## src/rtl/pipe_exec_lane.sv

```systemverilog
// Execute/writeback lane: regfile, DEPTH-stage pipe, full forwarding, MUL interlock; issue->wb in DEPTH-1 cycles.
// hold freezes every stage and drops issue_ready; flush kills S1..S(D-1) plus the issuing op.
module pipe_exec_lane #(
  parameter int DATA_W = 32,
  parameter int NREGS  = 32,
  parameter int DEPTH  = 3,
  localparam int AW    = $clog2(NREGS)
) (
  input  logic              clk,
  input  logic              reset,
  input  logic              issue_valid,
  output logic              issue_ready,
  input  logic [3:0]        issue_op,
  input  logic [AW-1:0]     issue_rs,
  input  logic [AW-1:0]     issue_rt,
  input  logic [AW-1:0]     issue_rd,
  input  logic [DATA_W-1:0] issue_imm,
  input  logic              issue_useimm,
  input  logic              hold,
  input  logic              flush,
  output logic              wb_valid,
  output logic [AW-1:0]     wb_addr,
  output logic [DATA_W-1:0] wb_data
);

  typedef struct packed {
    logic              vld;
    logic              mul;
    logic [2:0]        alu;
    logic [AW-1:0]     rd;
    logic [DATA_W-1:0] a;
    logic [DATA_W-1:0] b;
    logic [DATA_W-1:0] res;
  } stage_t;

  stage_t            r_st      [1:DEPTH];
  stage_t            w_nxt     [1:DEPTH];
  logic [DATA_W-1:0] r_rf      [NREGS];
  logic [DATA_W-1:0] w_fwd_val [1:DEPTH];
  logic              w_fwd_ok  [1:DEPTH];
  logic [DATA_W-1:0] w_alu1;
  logic [DATA_W-1:0] w_opa;
  logic [DATA_W-1:0] w_opb_rf;
  logic [DATA_W-1:0] w_opb;
  logic              w_dep;
  logic              w_accept;

  function automatic logic [DATA_W-1:0] f_alu(input logic [2:0] ctrl,
                                              input logic [DATA_W-1:0] a,
                                              input logic [DATA_W-1:0] b);
    case (ctrl)
      3'b010:  f_alu = a + b;
      3'b110:  f_alu = a - b;
      3'b000:  f_alu = a & b;
      3'b001:  f_alu = a | b;
      3'b111:  f_alu = {{(DATA_W-1){1'b0}}, ($signed(a) < $signed(b))};
      default: f_alu = '0;
    endcase
  endfunction

  assign w_alu1 = f_alu(r_st[1].alu, r_st[1].a, r_st[1].b);

  // A MUL only has a real result once it sits in SD.
  always_comb begin
    for (int k = 1; k <= DEPTH; k++) begin
      w_fwd_val[k] = (k == 1) ? w_alu1 : r_st[k].res;
      w_fwd_ok[k]  = r_st[k].vld && (r_st[k].rd != '0) && (!r_st[k].mul || k == DEPTH);
    end
  end

  // Walk oldest to youngest so the youngest matching producer wins.
  always_comb begin
    w_opa    = (issue_rs == '0) ? '0 : r_rf[issue_rs];
    w_opb_rf = (issue_rt == '0) ? '0 : r_rf[issue_rt];
    w_dep    = 1'b0;
    for (int k = DEPTH; k >= 1; k--) begin
      if (w_fwd_ok[k] && issue_rs != '0 && r_st[k].rd == issue_rs) w_opa = w_fwd_val[k];
      if (w_fwd_ok[k] && issue_rt != '0 && r_st[k].rd == issue_rt) w_opb_rf = w_fwd_val[k];
      if (k < DEPTH && r_st[k].vld && r_st[k].mul && r_st[k].rd != '0 &&
          (r_st[k].rd == issue_rs || (!issue_useimm && r_st[k].rd == issue_rt)))
        w_dep = 1'b1;
    end
    w_opb = issue_useimm ? issue_imm : w_opb_rf;
  end

  assign issue_ready = !hold && !(issue_valid && w_dep);
  assign w_accept    = issue_valid && issue_ready && !flush;

  always_comb begin
    for (int k = 1; k <= DEPTH; k++) w_nxt[k] = '0;
    if (w_accept) begin
      w_nxt[1].vld = 1'b1;
      w_nxt[1].mul = issue_op[3];
      w_nxt[1].alu = issue_op[2:0];
      w_nxt[1].rd  = issue_rd;
      w_nxt[1].a   = w_opa;
      w_nxt[1].b   = w_opb;
    end
    for (int k = 2; k <= DEPTH; k++) begin
      w_nxt[k] = r_st[k-1];
      if (k == 2) w_nxt[k].res = w_alu1;
      if (k == DEPTH && r_st[k-1].mul) w_nxt[k].res = r_st[k-1].a * r_st[k-1].b;
      if (flush) w_nxt[k] = '0;
    end
  end

  always_ff @(posedge clk or posedge reset) begin
    if (reset) begin
      for (int k = 1; k <= DEPTH; k++) r_st[k] <= '0;
      for (int i = 0; i < NREGS; i++) r_rf[i] <= '0;
    end else if (!hold) begin
      for (int k = 1; k <= DEPTH; k++) r_st[k] <= w_nxt[k];
      if (r_st[DEPTH].vld && r_st[DEPTH].rd != '0) r_rf[r_st[DEPTH].rd] <= r_st[DEPTH].res;
    end else if (flush) begin
      for (int k = 1; k < DEPTH; k++) r_st[k] <= '0;
    end
  end

  assign wb_valid = r_st[DEPTH].vld;
  assign wb_addr  = r_st[DEPTH].rd;
  assign wb_data  = r_st[DEPTH].res;

endmodule

```

## config.mk

```make
export PLATFORM = sky130hd
export DESIGN_NAME = pipe_exec_lane
export DESIGN_NICKNAME = d
export VERILOG_FILES = /design/src/rtl/pipe_exec_lane.sv
export SDC_FILE = /design/constraint.sdc
export NUM_CORES = 2
export LEC_CHECK = 0
export BUFFER_PORTS_ARGS = -buffer_cell sky130_fd_sc_hd__buf_2
export CAP_MARGIN = 30
export CORE_MARGIN = 1
export CORE_UTILIZATION = 43
export DETAILED_ROUTE_END_ITERATION = 8
export HOLD_SLACK_MARGIN = 0.05
export PLACE_DENSITY = 0.58
export SLEW_MARGIN = 20
export SYNTH_ARGS = -nofsm -noshare
export SYNTH_HDL_FRONTEND = slang
export SYNTH_SLANG_ARGS = --single-unit
```

## constraint.sdc

```tcl
create_clock -name clk -period 39.7 [get_ports clk]
set_input_delay 0 -clock clk [delete_from_list [all_inputs] [get_ports clk]]
set_output_delay 0 -clock clk [all_outputs]
set_load 0.02 [all_outputs]
```

==> results.sh <==
export IMPL_outcome="finished, final reports clean"
export IMPL_power_density_nw_per_um2=30.0
export IMPL_cts_repair_resized=0
export IMPL_p_int_uw=2120
export IMPL_end_kind="flip-flop"
export IMPL_finalClockSkew_ns=0.0296
export IMPL_tightest_slew_ns=1.19
export IMPL_gp_congestion=0.953
export IMPL_worstPathMaxFanout=30
export IMPL_p_clk_share_pct=48.4
export IMPL_cts_clk_slew_worst_paths_ns=0.07
export IMPL_synthMuxAreaShare_pct=31.8
export IMPL_synth_edf_count=0
export IMPL_final_period_utilization_pct=20.1
export IMPL_synth_cell_type_count=74
export IMPL_avgViaCountPerCell=6.19
export IMPL_clock_fmax_mhz=125
export IMPL_crit_family="adder cells"
export IMPL_rows=162
export IMPL_finalSetupTns_ns=0
export IMPL_worstPathArrival_ns=8.71
export IMPL_fin_util_pct=47.9
export IMPL_clockRootBuffer="clkbuf_16"
export IMPL_antenna_found_initial=10
export IMPL_layout_common_cells="dfrtp_1 (1235), mux2_2 (1007), mux4_2 (640), inv_1 (491), nand2_1 (439)"
export IMPL_critPathRequiredTime_ns=40.42
export IMPL_p_seq_share_pct=45.3
export IMPL_clock_sinks=1239
export IMPL_hold_viol_final=0
export IMPL_synthSimpleGateAreaFrac_pct=6.46
export IMPL_synth_compound_area_share_pct=5.37
export IMPL_insertion_delay_ns=0.81
export IMPL_relSlewSlack_pct=20.4
export IMPL_port_buffers=95
export IMPL_num_vias=57900
export IMPL_core_area_um2=195000
export IMPL_io_pins=96
export IMPL_drv_cap=0
export IMPL_syn_cell_area_um2=84700
export IMPL_htree_levels=4
export IMPL_sw_frac_of_total_pct=24.8
export IMPL_grt_overflow=0
export IMPL_grt_pass1_wl_mm=413
export IMPL_detail_route_wl_per_cell_um=29.8
export IMPL_async_flop_share_pct=100
export IMPL_crit_chain="and2_1, fa_1, inv_1, fa_1, fa_1, fa_1, inv_1, ha_1, ha_1, fa_1, fa_1, ha_1, and3_1, a221oi_1, a31oi_1, o21a_1, a31oi_1, o211ai_1, o211a_1, xnor2_1, mux2i_1, o21ai_0"
export IMPL_crit_buf_inv=2
export IMPL_synth_warnings=0
export IMPL_initial_core_util_pct=43.4
export IMPL_ant_nets=0
export IMPL_detail_route_wirelength_mm=279
export IMPL_ys_ff_latch=1239
export IMPL_numCtsBuffers=140
export IMPL_power_share_combinational_pct=6.3
export IMPL_place_hpwl_mm=182
export IMPL_total_leakage_power_uw=0.0433
export IMPL_crit_path_frequent_cell="fa_1"
export IMPL_p_switching_uw=697
export IMPL_grt_pass1_vias=59400
export IMPL_drt_iter0_drc=5564
export IMPL_synth_xor_area_share_pct=1.41
export IMPL_syn_avg_cell_area_um2=12.5
export IMPL_path_class="reg2reg"
export IMPL_die_h_um=446
export IMPL_syn_to_final_growth_pct=10.6
export IMPL_grt_start_max_net_pins=159
export IMPL_drive_above_1_share_pct=32.6
export IMPL_cts_tree="built"
export IMPL_postSynthCellCount=6765
export IMPL_nets=7319
export IMPL_critical_path_max_stage_delay_ns=1.00
export IMPL_drcViolationCount=0
export IMPL_layout_commonest_cell="dfrtp_1"
export IMPL_rsz0062_at_grt="no"
export IMPL_placed_cell_area_um2=87600
export IMPL_final_setup_viol_count=0
export IMPL_drt_pass1_iterations=8
export IMPL_synthAdderAreaFrac_pct=12.9
export IMPL_synth_top_family_by_area="multiplexers"
export IMPL_cpMaxStageDelayCell="dfrtp_1"
export IMPL_synth_top_flop_cell="dfrtp_1"
export IMPL_dieArea_um2=199000
export IMPL_seq_area_frac_synth_pct=36.6
export IMPL_drv_slew=0
export IMPL_irDropWorstVdd_mv=0.0395
export IMPL_syn_num_nets=7451
export IMPL_grt_usage_pct=28.3
export IMPL_fin_area_um2=93700
export IMPL_hp_class="in2reg"
export IMPL_cp_start_kind="flip-flop"
export IMPL_die_w_um=446
export IMPL_timing_final_crit_period_ns=8.00
export IMPL_clk_path_buf_depth=3
-- metrics by stage --
step,setup slack (ns),power [uW],hold WS [ns],std cells
floorplan,4.79,1410,0.129,6765
global placement,31.82,1470,0.154,8979
detailed placement,31.76,1470,0.155,8999
CTS,31.71,2830,0.0921,9353
global route,31.34,2900,0.194,9363
finish,31.70,2810,0.153,9365
-- worst paths after layout --
kind / startpoint / endpoint / slack [ns] / cells past startpoint
worst max-delay path: r_st[141] / wb_data[31] / 31.70 / 22
worst max register to register: r_st[141] / wb_data[31] / 31.70 / 22
max in group asynchronous: reset / r_rf[552] / 35.58 / 10
worst min-delay path: issue_imm[30] / r_st[274] / 0.15 / 4
min in group asynchronous: reset / r_rf[917] / 0.46 / 4
worst min register to register: r_rf[1003] / r_rf[1003] / 0.39 / 0
-- tightest hold or removal path, delay by kind of cell --
kind            cells  cell delay, ns
buf+inv             2            0.68
compound gates      2            0.24
-- power groups by stage --
stage / logic (uW) / registers, uW / clock network, uW
final: 178 / 1270 / 1360
after floorplan: 116 / 1300 / 0
after CTS: 177 / 1270 / 1380
after global routing: 190 / 1270 / 1430
after global placement: 168 / 1300 / 0
after detailed placement: 170 / 1300 / 0
-- state kept, by name, indices dropped and copies added, names as in the netlist --
register,cells
wb_valid,1
r_rf,1024
r_st,177
wb_addr,5
wb_data,32
-- metal layers --
layer  part of all wire, %  wire (um)  up-vias  track usage [%]
met4                   4.4      12400        2             11.7
met2                    46     129000     2414             43.9
met3                   7.4      20500      541             5.17
met5                 0.013         36        -                0
li1                      -          -    23800                -
met1                    42     117000    31200             39.3
-- cell type report --
class	instances	area, um^2
clock buffers	203	4150
repair buffers	375	3350
fillers	17400	102000
diodes	2	5.00
well taps	2624	3280
clock inverters	45	636
flip-flops and latches	1239	31000
multi-input cells	4382	49400
inverters	495	1870
-- repair_timing --
item | 4_1_cts | 5_1_grt
hold buffers | 106 | 0
hold endpoints to repair | 227 | 0
setup buffers | 0 | 0
-- kinds of logic (layout without fill, tap and decap cells) --
family,Yosys count,in the layout
xor+xnor,136,136
other cells,0,2
fa+ha+maj,629,629
simple gates,1162,1162
buf+inv,1144,1118
mux,1766,1766
flops,1239,1239
compound gates,689,689
-- Yosys cell counts, types with 23 or more instances --
| master | count | share of area (%) |
|---|---|---|
| a211oi_1 | 38 | 0.34 |
| o211ai_1 | 30 | 0.27 |
| dfrtp_1 | 1239 | 37 |
| ha_1 | 219 | 3.2 |
| nor3_1 | 38 | 0.22 |
| and2_1 | 288 | 2.1 |
| a22oi_1 | 28 | 0.25 |
| nand3_1 | 27 | 0.16 |
| a221oi_1 | 41 | 0.42 |
| nor2_1 | 252 | 1.1 |
| buf_1 | 57 | 0.25 |
| a21oi_1 | 126 | 0.74 |
| o21ai_0 | 209 | 1.2 |
| nand2_1 | 454 | 2.0 |
| mux2_2 | 1007 | 13 |
| mux4_2 | 640 | 17 |
| o311ai_0 | 23 | 0.24 |
| inv_1 | 492 | 2.2 |
| buf_2 | 65 | 0.38 |
| a22o_1 | 24 | 0.25 |
| fa_1 | 410 | 9.7 |
| buf_4 | 46 | 0.41 |
| xor2_1 | 40 | 0.41 |
| xnor2_1 | 96 | 0.99 |
| mux2i_1 | 119 | 1.4 |
| clkbuf_1 | 472 | 2.1 |
Note: power is estimated with default switching activity, not from simulation.
